$ cat src/rtl/coeff_token_sched_pkg.sv
// coeff_token_sched_pkg: shared FSM states, ROM-select codes and constants for CAVLC coeff_token decode
package coeff_token_sched_pkg;
  localparam logic [2:0] S_IDLE   = 3'd0;
  localparam logic [2:0] S_FETCH  = 3'd1;
  localparam logic [2:0] S_LOOKUP = 3'd2;
  localparam logic [2:0] S_SHIFT  = 3'd3;
  localparam logic [2:0] S_OUT    = 3'd4;
  localparam logic [2:0] S_ERR    = 3'd5;
  localparam logic [2:0] RS_NC0 = 3'd0;
  localparam logic [2:0] RS_NC2 = 3'd1;
  localparam logic [2:0] RS_NC4 = 3'd2;
  localparam logic [2:0] RS_NC8 = 3'd3;
  localparam logic [2:0] RS_CDC = 3'd4;
  localparam logic [4:0] COEFF_INVALID = 5'd31;
  localparam logic signed [5:0] NC_CHROMA_DC = -6'sd1;
  typedef struct packed {
    logic [4:0] total_coeff;
    logic [1:0] trailing_ones;
    logic [4:0] num_shift;
  } rom_res_t;
endpackage

$ cat src/rtl/coeff_token_sched_if.sv
// coeff_token_sched_if: request, bitstream, ROM and result signals of the coeff_token scheduler
// slave = scheduler view, master = surrounding environment view
interface coeff_token_sched_if #(parameter int ADDR_W = 16, parameter int CNT_W = 16);
  logic              start;
  logic signed [5:0] nc;
  logic              busy;
  logic              bits_valid;
  logic [ADDR_W-1:0] bits;
  logic              shift_en;
  logic [4:0]        shift_amt;
  logic              shift_ack;
  logic [2:0]        rom_sel;
  logic [ADDR_W-1:0] rom_addr;
  logic [4:0]        rom_total_coeff;
  logic [1:0]        rom_trailing_ones;
  logic [4:0]        rom_num_shift;
  logic              out_valid;
  logic              out_ready;
  logic [4:0]        total_coeff;
  logic [1:0]        trailing_ones;
  logic              error;
  logic [CNT_W-1:0]  token_count;
  modport slave (
    input  start, nc, bits_valid, bits, shift_ack, rom_total_coeff, rom_trailing_ones, rom_num_shift, out_ready,
    output busy, shift_en, shift_amt, rom_sel, rom_addr, out_valid, total_coeff, trailing_ones, error, token_count
  );
  modport master (
    output start, nc, bits_valid, bits, shift_ack, rom_total_coeff, rom_trailing_ones, rom_num_shift, out_ready,
    input  busy, shift_en, shift_amt, rom_sel, rom_addr, out_valid, total_coeff, trailing_ones, error, token_count
  );
endinterface

$ cat src/rtl/coeff_token_sched_nc_table_sel.sv
// coeff_token_sched_nc_table_sel: maps signed nC to a coeff_token ROM select and flags nC < -1
// nc in, rom_sel out (0..4), illegal out
module coeff_token_sched_nc_table_sel
  import coeff_token_sched_pkg::*;
(
  input  logic signed [5:0] nc,
  output logic [2:0]        rom_sel,
  output logic              illegal
);
  assign rom_sel = nc == NC_CHROMA_DC ? RS_CDC :
                   nc < 6'sd2         ? RS_NC0 :
                   nc < 6'sd4         ? RS_NC2 :
                   nc < 6'sd8         ? RS_NC4 : RS_NC8;
  assign illegal = nc < NC_CHROMA_DC;
endmodule

$ cat src/rtl/coeff_token_sched.sv
// coeff_token_sched: sequences one CAVLC coeff_token decode per start (fetch, ROM lookup, shift, output)
// clk, reset: clock and synchronous active-high reset
// bus (slave): start/nc request, bits window, shifter handshake, ROM bank, result handshake, status
module coeff_token_sched
  import coeff_token_sched_pkg::*;
#(
  parameter int ACK_TIMEOUT = 255
) (
  input  logic                 clk,
  input  logic                 reset,
  coeff_token_sched_if.slave   bus
);
  localparam int TW = $clog2(ACK_TIMEOUT + 1);
  logic [2:0]    state;
  logic [2:0]    sel_q;
  logic [2:0]    sel_d;
  logic          illegal;
  rom_res_t      res;
  logic [TW-1:0] wait_cnt;
  coeff_token_sched_nc_table_sel u_sel (.nc(bus.nc), .rom_sel(sel_d), .illegal(illegal));
  always_ff @(posedge clk) begin
    if (reset) begin
      state          <= S_IDLE;
      sel_q          <= '0;
      bus.rom_addr   <= '0;
      res            <= '0;
      wait_cnt       <= '0;
      bus.token_count <= '0;
    end else begin
      case (state)
        S_IDLE: if (bus.start) begin
          sel_q <= sel_d;
          state <= illegal ? S_ERR : S_FETCH;
        end
        S_FETCH: if (bus.bits_valid) begin
          bus.rom_addr <= bus.bits;
          state        <= S_LOOKUP;
        end
        S_LOOKUP: begin
          res      <= '{bus.rom_total_coeff, bus.rom_trailing_ones, bus.rom_num_shift};
          wait_cnt <= '0;
          state    <= (bus.rom_total_coeff == COEFF_INVALID || bus.rom_num_shift == 5'd0) ? S_ERR : S_SHIFT;
        end
        // ack on the last permitted cycle still wins over the timeout
        S_SHIFT: if (bus.shift_ack) state <= S_OUT;
          else if (wait_cnt == TW'(ACK_TIMEOUT - 1)) state <= S_ERR;
          else wait_cnt <= wait_cnt + 1'b1;
        S_OUT: if (bus.out_ready) begin
          bus.token_count <= bus.token_count + 1'b1;
          state           <= S_IDLE;
        end
        default: ;
      endcase
    end
  end
  assign bus.busy          = state != S_IDLE;
  assign bus.shift_en      = state == S_SHIFT;
  assign bus.out_valid     = state == S_OUT;
  assign bus.error         = state == S_ERR;
  assign bus.rom_sel       = sel_q;
  assign bus.shift_amt     = res.num_shift;
  assign bus.total_coeff   = res.total_coeff;
  assign bus.trailing_ones = res.trailing_ones;
endmodule

$ cat src/flat_wrapper.sv
// flat-port wrapper written by rule: the top's interface ports become plain ports
module coeff_token_sched_flat import coeff_token_sched_pkg::*;
#(
  parameter int ACK_TIMEOUT = 255
)
  (clk, reset, bus_start, bus_nc, bus_bits_valid, bus_bits, bus_shift_ack, bus_rom_total_coeff, bus_rom_trailing_ones, bus_rom_num_shift, bus_out_ready, bus_busy, bus_shift_en, bus_shift_amt, bus_rom_sel, bus_rom_addr, bus_out_valid, bus_total_coeff, bus_trailing_ones, bus_error, bus_token_count);
  coeff_token_sched_if #(.ADDR_W(16), .CNT_W(4)) bus_i ();
  input  logic clk;
  input  logic reset;
  input wire logic [$bits(bus_i.start)-1:0] bus_start;
  input wire logic [$bits(bus_i.nc)-1:0] bus_nc;
  input wire logic [$bits(bus_i.bits_valid)-1:0] bus_bits_valid;
  input wire logic [$bits(bus_i.bits)-1:0] bus_bits;
  input wire logic [$bits(bus_i.shift_ack)-1:0] bus_shift_ack;
  input wire logic [$bits(bus_i.rom_total_coeff)-1:0] bus_rom_total_coeff;
  input wire logic [$bits(bus_i.rom_trailing_ones)-1:0] bus_rom_trailing_ones;
  input wire logic [$bits(bus_i.rom_num_shift)-1:0] bus_rom_num_shift;
  input wire logic [$bits(bus_i.out_ready)-1:0] bus_out_ready;
  output wire logic [$bits(bus_i.busy)-1:0] bus_busy;
  output wire logic [$bits(bus_i.shift_en)-1:0] bus_shift_en;
  output wire logic [$bits(bus_i.shift_amt)-1:0] bus_shift_amt;
  output wire logic [$bits(bus_i.rom_sel)-1:0] bus_rom_sel;
  output wire logic [$bits(bus_i.rom_addr)-1:0] bus_rom_addr;
  output wire logic [$bits(bus_i.out_valid)-1:0] bus_out_valid;
  output wire logic [$bits(bus_i.total_coeff)-1:0] bus_total_coeff;
  output wire logic [$bits(bus_i.trailing_ones)-1:0] bus_trailing_ones;
  output wire logic [$bits(bus_i.error)-1:0] bus_error;
  output wire logic [$bits(bus_i.token_count)-1:0] bus_token_count;
  assign bus_i.start = bus_start;
  assign bus_i.nc = bus_nc;
  assign bus_i.bits_valid = bus_bits_valid;
  assign bus_i.bits = bus_bits;
  assign bus_i.shift_ack = bus_shift_ack;
  assign bus_i.rom_total_coeff = bus_rom_total_coeff;
  assign bus_i.rom_trailing_ones = bus_rom_trailing_ones;
  assign bus_i.rom_num_shift = bus_rom_num_shift;
  assign bus_i.out_ready = bus_out_ready;
  assign bus_busy = bus_i.busy;
  assign bus_shift_en = bus_i.shift_en;
  assign bus_shift_amt = bus_i.shift_amt;
  assign bus_rom_sel = bus_i.rom_sel;
  assign bus_rom_addr = bus_i.rom_addr;
  assign bus_out_valid = bus_i.out_valid;
  assign bus_total_coeff = bus_i.total_coeff;
  assign bus_trailing_ones = bus_i.trailing_ones;
  assign bus_error = bus_i.error;
  assign bus_token_count = bus_i.token_count;
  coeff_token_sched #(.ACK_TIMEOUT(ACK_TIMEOUT)) u_core (.clk(clk), .reset(reset), .bus(bus_i));
endmodule
$ cat config.mk
export PLATFORM = sky130hd
export DESIGN_NAME = coeff_token_sched_flat
export DESIGN_NICKNAME = d
export VERILOG_FILES = /design/src/rtl/coeff_token_sched_pkg.sv /design/src/rtl/coeff_token_sched_if.sv /design/src/rtl/coeff_token_sched_nc_table_sel.sv /design/src/rtl/coeff_token_sched.sv /design/src/flat_wrapper.sv
export SDC_FILE = /design/constraint.sdc
export NUM_CORES = 1
export LEC_CHECK = 0
export ABC_AREA = 0
export BUFFER_PORTS_ARGS = -buffer_cell sky130_fd_sc_hd__buf_2
export CELL_PAD_IN_SITES_DETAIL_PLACEMENT = 1
export CELL_PAD_IN_SITES_GLOBAL_PLACEMENT = 1
export CORE_MARGIN = 1.5
export CORE_UTILIZATION = 34
export DETAILED_ROUTE_END_ITERATION = 10
export GPL_TIMING_DRIVEN = 0
export PLACE_DENSITY_LB_ADDON = 0.1
export SETUP_SLACK_MARGIN = 0.15
export SYNTH_ARGS = -nofsm -noshare
export SYNTH_HDL_FRONTEND = slang
export SYNTH_SLANG_ARGS = --single-unit
$ cat constraint.sdc
create_clock -name clk -period 2.17 [get_ports clk]
set_clock_uncertainty 0.15 [all_clocks]
set_input_delay 0.651 -clock clk [delete_from_list [all_inputs] [get_ports clk]]
set_output_delay 0.651 -clock clk [all_outputs]
set_load 0.01 [all_outputs]
==> qor.csv <==
metric,value,unit
result of the run,completed,
I/O Pins,79,
Core Area,5570,um2
CTS Buffer Depth,2,
clk slew on worst S/H paths,90,ps
cts bufs inserted,5,
Worst-Margin Slew,531,ps
"number of placed instances, taps included",386,
max_slew headroom,64.6,%
die area,6330,um2
required time of the critical path,1370,ps
Setup TNS,0,ps
Chip Width,79.6,um
DP HPWL,4.03,mm
via/cell ratio,4.87,
CTS tree,built,
num rows,27,
total number of vias,1961,
largest net degree at the start of global routing,15,
critical path endpoint category,output pin,
Reg2Reg Launch Point,u_core.state[2],
Antenna Nets Post-Route,0,
first-pass GRT wire length,9.03,mm
min-delay worst type,reg -> reg,
Pins Over Slew Limit,0,
#FFs+latches synth,46,
post-synth cell types,40,
GRT overflow,0,
crit share post-route,94.0,%
Worst VDD drop,0.000352,V
"Seq/Total Area, Yosys",46.2,%
Post-layout nets,373,
Post-Route WL,5.51,mm
Post-Syn Area,1990,um2
CTS root buffer,clkbuf_8,
Mapped Nets,279,
worst hold path startpoint,u_core.bus.rom_addr[6],
achievable clock frequency,0.490,GHz
Skew-Pair Late Insertion Delay,300,ps
Max Cap Viol,0,
"most common cell after layout, fill and taps aside",buf_2,
Final Hold Viols,0,
n_diodes,0,
Lkg Pwr,1.20,nW
DR WL/cell,13.7,um
largest cells by area after synthesis,"dfxtp_1 46%, nand2_1 8.5%, a21oi_1 7.5%",
Power Total,2.28,mW
power density over the cells,838,nW/um2
GR Layer Usage met2,32.6,%
WP data arrival,1240,ps
RSZ-0062 raised after global routing,yes,
grt peak-use layer,met2,
final setup vio count,0,
DRT Pass-1 Iters,4,
H-tree levels,2,
Max Fanout on Critical Path,2,
DR iter-0 viols,59,
synthesized area per cell,8.45,um2
Routability Congestion,0.796,
Die Y,79.6,um
Synth area leader,dfxtp_1,
hold slack final,306,ps
worst hold path cell count,2,
total global-route track usage,18.3,%
Hold Path Sink,u_core.bus.rom_addr[6],
hold buffers post-CTS,0,
GRT met3 Usage,4.34,%
GRT met1 Usage,21.1,%
vias in the first global route,1967,
CP Launch Type,flip-flop,
Post-Syn Instances,236,
layout cell share with drive strength beyond 1,34.4,%
Ys Warns,0,
CTS Sinks,46,
Initial Utilization,35.8,%
Port-buffer cells,78,
worst reg2reg path depth,7,
FF-to-FF setup slack,270,ps
fin crit period,2040,ps
most frequent cells in the layout,"79 x buf_2, 45 x nand2_1, 43 x dfxtp_1",
DRC viols,0,
Finished Layout Cells,403,
final core utilization,48.8,%
Layout area overhead,36.4,%
Synth top area share,46.2,%
Setup CP Type,reg -> out,
worst r2r dst,u_core.state[2],
antenna violations before repair,0,
sequential cells by signal, indices dropped and copies added (netlist names):
register and cells:
u_core.bus.rom_addr 16, u_core.bus.rom_sel 3, u_core.bus.shift_amt 5, u_core.bus.token_count 4, u_core.bus.total_coeff 5, u_core.bus.trailing_ones 2
u_core.state 3, u_core.wait_cnt 8
final cells by class:
cell class | instances | area (um2)
plain buffers | 12 | 73.8
clock buffers | 7 | 96.3
clock inverters | 1 | 8.76
fillers | 703 | 2850
inverters | 6 | 22.5
multi-input cells | 172 | 1030
flip-flops and latches | 46 | 927
well taps | 72 | 90.1
repair buffers | 87 | 477
layer usage:
metal,part of all wire (%),vias to the layer above
li1,-,995
met1,43,923
met2,52,37
met3,3.8,6
met4,1.5,0
met5,0,-
logic make-up (layout without fill, tap and decap cells):
group,after synthesis,count (layout),share of synthesized area (%)
and+or+nand+nor,101,101,24.2
muxes,13,13,6.52
DFF,46,46,46.2
buffers and inverters,18,113,4.01
adders and majority gates,3,3,1.88
AOI/OAI and AO/OA,51,51,15.4
xor gates and xnor gates,4,4,1.76
power by group:
part,switching [mW],internal (mW)
Sequential,0.0514,0.927
Combinational,0.367,0.327
Clock,0.315,0.293
how the worst max path moves through the flow:
stage | startpoint | end
after detailed placement | bus_rom_num_shift[1] | u_core.state[2]
final | u_core.state[2] | bus_shift_en
after CTS | u_core.state[2] | bus_busy
after floorplan | bus_rom_num_shift[1] | u_core.state[2]
after global placement | bus_rom_num_shift[1] | u_core.state[2]
after global routing | u_core.state[2] | bus_busy
synthesized netlist by cell type:
master	n
nor3b_2	1
inv_1	6
o221ai_1	2
and2_1	3
a22oi_1	1
a21boi_0	1
clkbuf_1	6
nand2b_1	2
and3b_1	1
ha_1	3
o2111ai_2	1
nor3_1	2
o2111ai_1	1
o211ai_1	2
o211a_1	1
xor2_1	4
nor2_2	1
a211oi_1	2
or4_1	1
o21ai_0	6
nor3_2	1
nor3b_1	1
and3_1	1
nor4bb_1	1
nor2_1	21
o22a_1	1
nand2_1	45
buf_4	2
and2b_1	1
a21oi_1	30
or2_2	1
buf_2	4
o21a_1	3
or3_1	8
nand4_1	2
nand4_2	1
dfxtp_1	46
nand3_1	6
mux2i_1	13
or2_1	1
critical path, cell delays in order, from the launching register on:
cell     delay (ps)
dfxtp_2         350
buf_6           110
and2b_2         220
and2_4          150
buf_6           110
stage by stage:
step | area [um2] | worst slack [ps]
floorplan | 1990 | 310
global placement | 2470 | 88.6
CTS | 2690 | 106
finish | 2720 | 129
global route | 2720 | 57.6
detailed placement | 2470 | 89.6
timing repair:
action,CTS,global route
setup buffers,9,0
endpoints found under the setup margin,4,18
pin swaps,2,1
cloned,0,0
gates resized for setup,11,6
(Power assumes the default switching activity.)
